`src/rtl/aes256_cbc_frame_tx_if.sv`:
```
// AXI-Stream bundle between the frame transmitter and the AES-256-CBC core.
// W is the tdata width; tkeep carries one bit per byte.
interface axis_if #(
   parameter int W = 8
) ();
   localparam int KW = (W / 8 > 0) ? W / 8 : 1;

   logic [W-1:0]  tdata;
   logic [KW-1:0] tkeep;
   logic          tlast;
   logic          tuser;
   logic          tvalid;
   logic          tready;

   modport master (output tdata, tkeep, tlast, tuser, tvalid, input tready);
   modport slave  (input tdata, tkeep, tlast, tuser, tvalid, output tready);
endinterface

```
`src/rtl/aes256_cbc_frame_tx.sv`:
```
// Serialises key, IV and text blocks into the AES-256-CBC core's AXIS frame (tuser=direction, tlast on final word).
// Define AES_FRAME_PREFETCH_EN to add a block holding register that removes the per-block load bubble.
module aes256_cbc_frame_tx #(
   parameter int M_AXIS_WIDTH     = 8,
   parameter int NUM_BLOCKS_WIDTH = 16
) (
   input  logic                        clk_i,
   input  logic                        rst_n_i,
   input  logic                        start_i,
   input  logic                        encrypt_i,
   input  logic [255:0]                key_i,
   input  logic [127:0]                iv_i,
   input  logic [NUM_BLOCKS_WIDTH-1:0] num_blocks_i,
   output logic                        busy_o,
   output logic                        done_o,
   output logic                        reject_o,
   input  logic [127:0]                block_data_i,
   input  logic                        block_valid_i,
   output logic                        block_ready_o,
   axis_if.master                      m_axis
);
   localparam int W         = M_AXIS_WIDTH;
   localparam int NBW       = NUM_BLOCKS_WIDTH;
   localparam int KW        = (W / 8 > 0) ? W / 8 : 1;
   localparam int KEY_WORDS = 256 / W;
   localparam int TXT_WORDS = 128 / W;
   localparam int WC_W      = ($clog2(KEY_WORDS) == 0) ? 1 : $clog2(KEY_WORDS);
   localparam logic [WC_W-1:0] KEY_LAST = WC_W'(KEY_WORDS - 1);
   localparam logic [WC_W-1:0] TXT_LAST = WC_W'(TXT_WORDS - 1);
   localparam logic [NBW-1:0]  NB_ONE   = NBW'(1);
   localparam bit              TXT_ONE  = (TXT_WORDS == 1);

   typedef enum logic [2:0] {ST_IDLE, ST_KEY, ST_IV, ST_LOAD, ST_TEXT} state_t;

   state_t          state_q;
   logic [WC_W-1:0] wcnt_q;
   logic [WC_W-1:0] wcnt_d;
   logic [NBW-1:0]  blocks_left_q;
   logic [255:0]    key_q;
   logic [127:0]    iv_q;
   logic [127:0]    blk_q;
   logic [W-1:0]    tdata_q;
   logic            tvalid_q;
   logic            tlast_q;
   logic            tuser_q;
   logic            busy_q;
   logic            done_q;
   logic            reject_q;
   logic            hs;
   logic            blk_hs;
   logic            next_blk;
   logic            nxt_last;

   assign wcnt_d = wcnt_q + 1'b1;
   assign hs     = tvalid_q & m_axis.tready;
   assign blk_hs = block_valid_i & block_ready_o;

   // End of the IV, or of a text block that is not the final one: the next text block must start.
   assign next_blk = hs && (wcnt_q == TXT_LAST) &&
                     ((state_q == ST_IV) || ((state_q == ST_TEXT) && (blocks_left_q != NB_ONE)));
   assign nxt_last = (state_q == ST_TEXT) ? ((blocks_left_q - NB_ONE) == NB_ONE)
                                          : (blocks_left_q == NB_ONE);

`ifdef AES_FRAME_PREFETCH_EN
   logic [127:0]   hold_q;
   logic           hold_full_q;
   logic [NBW-1:0] to_fetch_q;

   assign block_ready_o = (state_q == ST_LOAD) ||
                          (((state_q == ST_KEY) || (state_q == ST_IV) || (state_q == ST_TEXT)) &&
                           !hold_full_q && (to_fetch_q != '0));
`else
   assign block_ready_o = (state_q == ST_LOAD);
`endif

   always_ff @(posedge clk_i or negedge rst_n_i) begin
      if (!rst_n_i) begin
         state_q       <= ST_IDLE;
         wcnt_q        <= '0;
         blocks_left_q <= '0;
         key_q         <= '0;
         iv_q          <= '0;
         blk_q         <= '0;
         tdata_q       <= '0;
         tvalid_q      <= 1'b0;
         tlast_q       <= 1'b0;
         tuser_q       <= 1'b0;
         busy_q        <= 1'b0;
         done_q        <= 1'b0;
         reject_q      <= 1'b0;
`ifdef AES_FRAME_PREFETCH_EN
         hold_q        <= '0;
         hold_full_q   <= 1'b0;
         to_fetch_q    <= '0;
`endif
      end else begin
         done_q   <= 1'b0;
         reject_q <= 1'b0;
`ifdef AES_FRAME_PREFETCH_EN
         if (blk_hs) begin
            to_fetch_q <= to_fetch_q - NB_ONE;
            if (state_q != ST_LOAD) begin
               hold_q      <= block_data_i;
               hold_full_q <= 1'b1;
            end
         end
`endif
         case (state_q)
            ST_IDLE: begin
               if (start_i) begin
                  if (num_blocks_i != '0) begin
                     key_q         <= key_i;
                     iv_q          <= iv_i;
                     tuser_q       <= encrypt_i;
                     blocks_left_q <= num_blocks_i;
`ifdef AES_FRAME_PREFETCH_EN
                     to_fetch_q    <= num_blocks_i;
                     hold_full_q   <= 1'b0;
`endif
                     wcnt_q        <= '0;
                     tdata_q       <= key_i[W-1:0];
                     tvalid_q      <= 1'b1;
                     tlast_q       <= 1'b0;
                     busy_q        <= 1'b1;
                     state_q       <= ST_KEY;
                  end else begin
                     reject_q <= 1'b1;
                  end
               end
            end
            ST_KEY: begin
               if (hs) begin
                  if (wcnt_q == KEY_LAST) begin
                     wcnt_q  <= '0;
                     tdata_q <= iv_q[W-1:0];
                     state_q <= ST_IV;
                  end else begin
                     wcnt_q  <= wcnt_d;
                     tdata_q <= key_q[wcnt_d*W +: W];
                  end
               end
            end
            ST_IV: begin
               if (hs && (wcnt_q != TXT_LAST)) begin
                  wcnt_q  <= wcnt_d;
                  tdata_q <= iv_q[wcnt_d*W +: W];
               end
            end
            ST_LOAD: begin
               if (block_valid_i) begin
                  blk_q    <= block_data_i;
                  wcnt_q   <= '0;
                  tdata_q  <= block_data_i[W-1:0];
                  tvalid_q <= 1'b1;
                  tlast_q  <= TXT_ONE && (blocks_left_q == NB_ONE);
                  state_q  <= ST_TEXT;
               end
            end
            ST_TEXT: begin
               if (hs) begin
                  if (wcnt_q != TXT_LAST) begin
                     wcnt_q  <= wcnt_d;
                     tdata_q <= blk_q[wcnt_d*W +: W];
                     tlast_q <= (wcnt_d == TXT_LAST) && (blocks_left_q == NB_ONE);
                  end else if (blocks_left_q == NB_ONE) begin
                     wcnt_q   <= '0;
                     tvalid_q <= 1'b0;
                     tlast_q  <= 1'b0;
                     busy_q   <= 1'b0;
                     done_q   <= 1'b1;
                     state_q  <= ST_IDLE;
                  end
               end
            end
            default: state_q <= ST_IDLE;
         endcase

         if (next_blk) begin
            wcnt_q <= '0;
            if (state_q == ST_TEXT) begin
               blocks_left_q <= blocks_left_q - NB_ONE;
            end
`ifdef AES_FRAME_PREFETCH_EN
            if (hold_full_q) begin
               blk_q       <= hold_q;
               hold_full_q <= 1'b0;
               tdata_q     <= hold_q[W-1:0];
               tvalid_q    <= 1'b1;
               tlast_q     <= TXT_ONE && nxt_last;
               state_q     <= ST_TEXT;
            end else if (blk_hs) begin
               // Block arrives on the very cycle it is needed: bypass the holding register.
               blk_q       <= block_data_i;
               hold_full_q <= 1'b0;
               tdata_q     <= block_data_i[W-1:0];
               tvalid_q    <= 1'b1;
               tlast_q     <= TXT_ONE && nxt_last;
               state_q     <= ST_TEXT;
            end else begin
               tvalid_q <= 1'b0;
               tlast_q  <= 1'b0;
               state_q  <= ST_LOAD;
            end
`else
            tvalid_q <= 1'b0;
            tlast_q  <= 1'b0;
            state_q  <= ST_LOAD;
`endif
         end
      end
   end

   assign busy_o        = busy_q;
   assign done_o        = done_q;
   assign reject_o      = reject_q;
   assign m_axis.tdata  = tdata_q;
   assign m_axis.tkeep  = {KW{tvalid_q}};
   assign m_axis.tlast  = tlast_q;
   assign m_axis.tuser  = tuser_q;
   assign m_axis.tvalid = tvalid_q;

   logic unused_ok;
   assign unused_ok = nxt_last;
endmodule
```
`src/flat_wrapper.sv`:
```
// flat-port wrapper written by rule: the top's interface ports become plain ports
module aes256_cbc_frame_tx_flat 
#(
   parameter int M_AXIS_WIDTH     = 8,
   parameter int NUM_BLOCKS_WIDTH = 16
)
  (clk_i, rst_n_i, start_i, encrypt_i, key_i, iv_i, num_blocks_i, busy_o, done_o, reject_o, block_data_i, block_valid_i, block_ready_o, m_axis_tdata, m_axis_tkeep, m_axis_tlast, m_axis_tuser, m_axis_tvalid, m_axis_tready);
  axis_if m_axis_i ();
  input  logic clk_i;
  input  logic rst_n_i;
  input  logic start_i;
  input  logic encrypt_i;
  input  logic [255:0] key_i;
  input  logic [127:0] iv_i;
  input  logic [NUM_BLOCKS_WIDTH-1:0] num_blocks_i;
  output logic busy_o;
  output logic done_o;
  output logic reject_o;
  input  logic [127:0] block_data_i;
  input  logic block_valid_i;
  output logic block_ready_o;
  output wire logic [$bits(m_axis_i.tdata)-1:0] m_axis_tdata;
  output wire logic [$bits(m_axis_i.tkeep)-1:0] m_axis_tkeep;
  output wire logic [$bits(m_axis_i.tlast)-1:0] m_axis_tlast;
  output wire logic [$bits(m_axis_i.tuser)-1:0] m_axis_tuser;
  output wire logic [$bits(m_axis_i.tvalid)-1:0] m_axis_tvalid;
  input wire logic [$bits(m_axis_i.tready)-1:0] m_axis_tready;
  assign m_axis_tdata = m_axis_i.tdata;
  assign m_axis_tkeep = m_axis_i.tkeep;
  assign m_axis_tlast = m_axis_i.tlast;
  assign m_axis_tuser = m_axis_i.tuser;
  assign m_axis_tvalid = m_axis_i.tvalid;
  assign m_axis_i.tready = m_axis_tready;
  aes256_cbc_frame_tx #(.M_AXIS_WIDTH(M_AXIS_WIDTH), .NUM_BLOCKS_WIDTH(NUM_BLOCKS_WIDTH)) u_core (.clk_i(clk_i), .rst_n_i(rst_n_i), .start_i(start_i), .encrypt_i(encrypt_i), .key_i(key_i), .iv_i(iv_i), .num_blocks_i(num_blocks_i), .busy_o(busy_o), .done_o(done_o), .reject_o(reject_o), .block_data_i(block_data_i), .block_valid_i(block_valid_i), .block_ready_o(block_ready_o), .m_axis(m_axis_i));
endmodule
```
`config.mk`:
```
export PLATFORM = sky130hd
export DESIGN_NAME = aes256_cbc_frame_tx_flat
export DESIGN_NICKNAME = d
export VERILOG_FILES = /design/src/rtl/aes256_cbc_frame_tx_if.sv /design/src/rtl/aes256_cbc_frame_tx.sv /design/src/flat_wrapper.sv
export SDC_FILE = /design/constraint.sdc
export NUM_CORES = 1
export LEC_CHECK = 0
export CAP_MARGIN = 40
export CORE_MARGIN = 2
export CORE_UTILIZATION = 45
export DETAILED_ROUTE_END_ITERATION = 16
export GPL_TIMING_DRIVEN = 0
export PLACE_DENSITY = 0.72
export SYNTH_ARGS = -nofsm -noshare
export SYNTH_HDL_FRONTEND = slang
export SYNTH_SLANG_ARGS = --single-unit
```
`constraint.sdc`:
```
create_clock -name clk_i -period 5.55 [get_ports clk_i]
set_clock_uncertainty 0.15 [all_clocks]
set_input_delay 0.8325 -clock clk_i [delete_from_list [all_inputs] [get_ports clk_i]]
set_output_delay 0.8325 -clock clk_i [all_outputs]
set_load 0.1 [all_outputs]
```
Word-level counts from Yosys, hierarchy flattened. Cells that the tools add are included.

Add/sub/neg operators: 2. Equal/unequal tests: 30. Shift-type cells: 3. Muxes and demuxes: 58. Bitwise logic cells: 1. Reduce and logical (&&, ||, !) cells: 20.

Operator list (number): variable part select 128 x 9 -> 8 bit (2); variable part select 256 x 9 -> 8 bit (1); 2-to-1 mux 16 bit (5); 2-to-1 mux 8 bit (8); 2-to-1 mux 5 bit (10); case mux 8 bit (5 select lines) (1); 2-to-1 mux 3 bit (9); case mux 5 bit (5 select lines) (1); 2-to-1 mux 1 bit (20); == test 16 x 1 -> 1 bit, second input constant (1); != test 16 x 1 -> 1 bit, second input constant (1); AND reduction 8 bit (2); nonzero test 16 bit (1); subtractor 16 x 1 -> 16 bit, second input constant (1); != test 3 x 1 -> 1 bit, second input constant (5); case mux 3 bit (5 select lines) (1); != test 2 x 1 -> 1 bit, second input constant (6); != test 3 x 2 -> 1 bit, second input constant (4); AND reduction 6 bit (2); == test 5 x 4 -> 1 bit, second input constant (2); AND reduction 9 bit (1); != test 2 bit, second input constant (4); AND reduction 7 bit (1); == test 3 x 2 -> 1 bit, second input constant (2); other kinds (18) (23).

Flip-flop bits (word level): 550. Input bits: 534. Logic and storage cells: 127.

Depth between registers and ports, before layout.
Depth in word-level cells: 7. Mapped depth: 15.

Worst setup path after synthesis. No wires, ideal clock.

Kind: flip-flop to flip-flop. Start: register u_core.wcnt_q[0]. End: register u_core.tdata_q[0], in the netlist u_core.m_axis.tdata[0]. Data arrival time: 3.549 ns. Required time: 5.276 ns. Path slack: 1.728 ns. Stages on the path, launching flop included: 14. Period minus slack after synthesis: 3.822 ns. Path through: dfrtp_1 -> buf_2 -> buf_2 -> buf_2 -> inv_1 -> buf_1 -> ha_1 -> buf_2 -> buf_2 -> buf_1 -> clkbuf_1 -> mux2i_1 -> o22ai_1 -> o31a_1.

Cells in the longest elaborated chain, start to end: 5. Elaborated cells between the ends (all ways): 16.

Ends and longest elaborated chain: start: declaration (RTL line aes256_cbc_frame_tx.sv:36) `logic [WC_W-1:0] wcnt_q;`; start signal: assignment (RTL line aes256_cbc_frame_tx.sv:138) `wcnt_q <= wcnt_d;`; start signal: assignment (RTL line aes256_cbc_frame_tx.sv:145) `wcnt_q <= wcnt_d;`; start signal: assignment (RTL line aes256_cbc_frame_tx.sv:162) `wcnt_q <= wcnt_d;`; adder 5 x 1 -> 5 bit (RTL line aes256_cbc_frame_tx.sv:54) `assign wcnt_d = wcnt_q + 1'b1;`; variable part select 256 x 9 -> 8 bit / variable part select 128 x 9 -> 8 bit (equally long branches) (RTL line aes256_cbc_frame_tx.sv:139, aes256_cbc_frame_tx.sv:163); 2-to-1 mux 8 bit (on tied branches) (RTL line aes256_cbc_frame_tx.sv:133, aes256_cbc_frame_tx.sv:161); 2-to-1 mux 8 bit (on tied branches) (RTL line aes256_cbc_frame_tx.sv:132, aes256_cbc_frame_tx.sv:160); case mux 8 bit (5 select lines) (RTL line aes256_cbc_frame_tx.sv:108) `case (state_q)`; end signal: assignment (RTL line aes256_cbc_frame_tx.sv:135) `tdata_q <= iv_q[W-1:0];`; end signal: assignment (RTL line aes256_cbc_frame_tx.sv:139) `tdata_q <= key_q[wcnt_d*W +: W];`; end signal: assignment (RTL line aes256_cbc_frame_tx.sv:146) `tdata_q <= iv_q[wcnt_d*W +: W];`; end: declaration (RTL line aes256_cbc_frame_tx.sv:42) `logic [W-1:0] tdata_q;`.

Parallel ways exist; a longest one is shown, timed or not. The select of a mux whose other input is x is not followed. A chain may end at the register's enable or synchronous reset.

Final worst setup path.
Start: register u_core.wcnt_q[0]. End: register u_core.tdata_q[2], in the netlist u_core.m_axis.tdata[2].

Same word-level chain as after synthesis.

==> impl_metrics.json <==
{
  "ctsHoldBuffers": 0,
  "drt-pass1-iter-count": 5,
  "finalMaxSlewViolations": 0,
  "layout-area-overhead-vs-synth_pct": 35.5,
  "synthAdderAreaFrac_pct": 0.340,
  "dieHeight_um": 243,
  "tightest_slew_ns": 1.08,
  "vias": 22864,
  "irDropWorstVdd_v": 0.000269,
  "path_class": "reg2reg",
  "relSlewSlack_pct": 27.7,
  "synth.area.mux_share_pct": 17.5,
  "synth_seq_cells": 550,
  "met2_usage_pct": 53.5,
  "cp_slowest_stage_delay_ns": 0.72,
  "clk_path_buf_depth": 3,
  "synth_cells": 2593,
  "io_pins": 550,
  "required_ns": 5.91,
  "crit_path_max_fanout": 10,
  "grt_pass1_wl_um": 147000,
  "placed_area_um2": 32800,
  "row_count": 87,
  "fill_cells": 4613,
  "yosysUniqueCellTypes": 59,
  "crit_path_cell_trace": "buf_2 -> clkbuf_4 -> buf_4 -> inv_1 -> buf_1 -> ha_1 -> buf_2 -> buf_2 -> buf_2 -> mux4_2 -> a221oi_1 -> a211oi_1 -> o31a_1",
  "grt_pass1_vias": 23747,
  "drc_errors": 0,
  "cp-start-kind": "register",
  "clkTransAtPathRegs_ns": 0.06,
  "synth_edf_count": 0,
  "grt_overflow": 0,
  "synth_nets": 3134,
  "core_um2": 56500,
  "powerDensity_nw_per_um2": 257,
  "grt_use_total_pct": 33.3,
  "die-area_um2": 59200,
  "drtIter0Drc": 2282,
  "rsz0062_at_grt": "no",
  "r2r_start": "u_core.wcnt_q[0]",
  "hold_viol": 0,
  "syn_area_per_cell_um2": 9.93,
  "critPathSlowestCell": "a221oi_1",
  "mostFrequentLayoutCells": "nand2_1, dfrtp_1, clkdlybuf4s50_1, mux2_2",
  "cp_common_cell": "buf_2",
  "grt_max_degree": 123,
  "io_buffer_count": 549,
  "end_kind": "register",
  "rr_worst_depth": 13,
  "setup_viol": 0,
  "ys_async_sr_fraction_pct": 100,
  "nets": 3777,
  "reg2reg_setup_slack_ns": 0.06,
  "leakagePower_nw": 17.1,
  "gr-usage-met3_pct": 6.05,
  "startpoint": "u_core.wcnt_q[0]",
  "gp_congestion": 0.942,
  "synth-warning-count": 0,
  "wl_per_cell_um": 24.5,
  "hold_path.class": "in2async",
  "cts_buffers": 60,
  "use_met1_pct": 44.4,
  "synth-xor-area-share_pct": 0.238,
  "die_width_um": 243,
  "switching_power_mw": 2.11,
  "cts_tree": "done",
  "drt-total-wl_um": 99200,
  "synth_ff_type": "dfrtp_1",
  "status": "finished clean",
  "p_sw_share_pct": 23.5,
  "dp_hpwl_um": 76300,
  "p_int_mw": 6.85,
  "antenna_found_initial": 12,
  "finish.utilization_pct": 61.8,
  "p_seq_share_pct": 44.8,
  "drtAntennaViolNets": 0,
  "synth_compound_area_share_pct": 4.13,
  "start_util_pct": 45.6,
  "clk_latency_ns": 0.63,
  "min_period_ns": 5.49,
  "cp-endpoint": "u_core.m_axis.tdata[2]",
  "busiest_layer": "met2",
  "period_share_pct": 99.0,
  "synth_seq_area_share_pct": 53.4,
  "max_cap_violations": 0,
  "cts_root_buf": "clkbuf_16",
  "synth-simple-area-share_pct": 21.5,
  "r2r_end": "u_core.m_axis.tdata[2]",
  "setup-tns-final_ns": 0,
  "h-tree-depth": 2,
  "syn-cell-area_um2": 25800,
  "vias_per_cell": 5.64,
  "final_layout_size_suffix_gt1_share_pct": 12.8,
  "power.total_mw": 8.96,
  "comb_power_share_pct": 9.3,
  "cts.sinks": 550,
  "synth_top_family_by_area": "simple AND/OR/NAND/NOR gates",
  "arrival_ns": 5.85,
  "max_freq_mhz": 182,
  "postLayoutCellArea_um2": 34900,
  "clockPowerShare_pct": 45.8,
  "final_common_cell": "nand2_1"
}
critical path: cells and delay by family (launching register included):
kind	cells	cell delay, ns
fa+ha+maj	1	0.41
mux	1	0.41
flops	1	0.35
buf+inv	8	2.75
compound gates	3	1.25
cells by family (layout without fill, tap and decap cells):
kind of cell | count (synthesis) | after routing
AND/OR/NAND/NOR | 1404 | 1404
flip-flops | 550 | 550
multiplexers | 292 | 292
buffers and inverters | 176 | 868
AO/OA/AOI/OAI | 157 | 157
adder cells (fa/ha/maj) | 7 | 7
XOR/XNOR | 7 | 7
other | 0 | 11
metal layers:
| layer | wire, µm | vias to the layer above |
|---|---|---|
| met5 | 19 | - |
| met4 | 4570 | 2 |
| met3 | 7770 | 240 |
| met2 | 47100 | 1163 |
| met1 | 39800 | 11489 |
| li1 | - | 9970 |
area by class of cell:
| class | instances | area (µm²) | share of cell area, % |
|---|---|---|---|
| Multi-Input combinational cell | 1867 | 11300 | 32.3 |
| Antenna cell | 11 | 27.5 | 0.0789 |
| Inverter | 19 | 71.3 | 0.204 |
| Buffer | 157 | 669 | 1.92 |
| Sequential cell | 550 | 13800 | 39.4 |
| Clock buffer | 88 | 1810 | 5.18 |
| Timing Repair Buffer | 581 | 6090 | 17.5 |
| Clock inverter | 23 | 229 | 0.656 |
| Tap cell | 756 | 946 | 2.71 |
power groups by stage:
stage | combinational, mW | sequential [mW] | clock, mW
floorplan | 0.149 | 4.12 | 0
global placement | 0.777 | 4.10 | 0
detailed placement | 0.825 | 4.09 | 0
CTS | 0.831 | 4.02 | 4.13
global route | 0.872 | 4.02 | 4.30
finish | 0.836 | 4.02 | 4.11
worst min path at each step:
stage                      startpoint                 to  slack [ns]  cells after the start
finish                        rst_n_i   u_core.key_q[99]        0.08                      1
CTS                           rst_n_i   u_core.key_q[98]        0.09                      1
global placement    u_core.key_q[153]  u_core.key_q[153]        0.30                      2
detailed placement  u_core.key_q[104]  u_core.key_q[104]        0.31                      2
floorplan             u_core.iv_q[10]    u_core.iv_q[10]        0.29                      2
global route                  rst_n_i  u_core.key_q[107]        0.13                      1
synthesized netlist by cell type, drive strengths merged, types with 8 or more instances:
cell type  number  area share (%)
nor2           57            0.83
nand3          37            0.72
a211oi         16            0.47
buf            51             1.0
nand4          12            0.29
dfrtp         550              53
inv            19            0.28
nand2b          9            0.22
nand2        1226              18
nor3           16            0.31
mux4          114              10
o22ai          11            0.27
a21oi          42            0.82
mux2          126             5.5
clkbuf        106             1.5
a221oi          8            0.27
a22oi          13            0.38
mux2i          52             2.0
o21ai          20            0.39
and3           13            0.32
through the flow:
stage / setup WS, ns / hold slack, ns / cells
after global placement: -20.06 / 0.303 / 3898
after floorplan: 1.73 / 0.290 / 2593
after global routing: 0.114 / 0.135 / 4052
after detailed placement: -0.506 / 0.307 / 3930
after CTS: 0.0555 / 0.0850 / 4041
final: 0.0565 / 0.0786 / 4052
state kept, by name (all words and copies together) (netlist names):
name                  cells
u_core.reject_o           1
u_core.state_q            3
u_core.m_axis.tdata       8
u_core.blocks_left_q     16
u_core.busy_o             1
u_core.m_axis.tuser       1
u_core.m_axis.tkeep       1
u_core.m_axis.tlast       1
u_core.iv_q             128
u_core.blk_q            128
u_core.wcnt_q             5
u_core.key_q            256
u_core.done_o             1
repair_timing:
item	in CTS	in global routing
endpoints found under the setup margin	7	4
gates cloned	0	0
setup buffers	0	0
pin swaps	0	0
gates resized for setup	4	5
No activity file was read; power rests on OpenSTA's default activity.
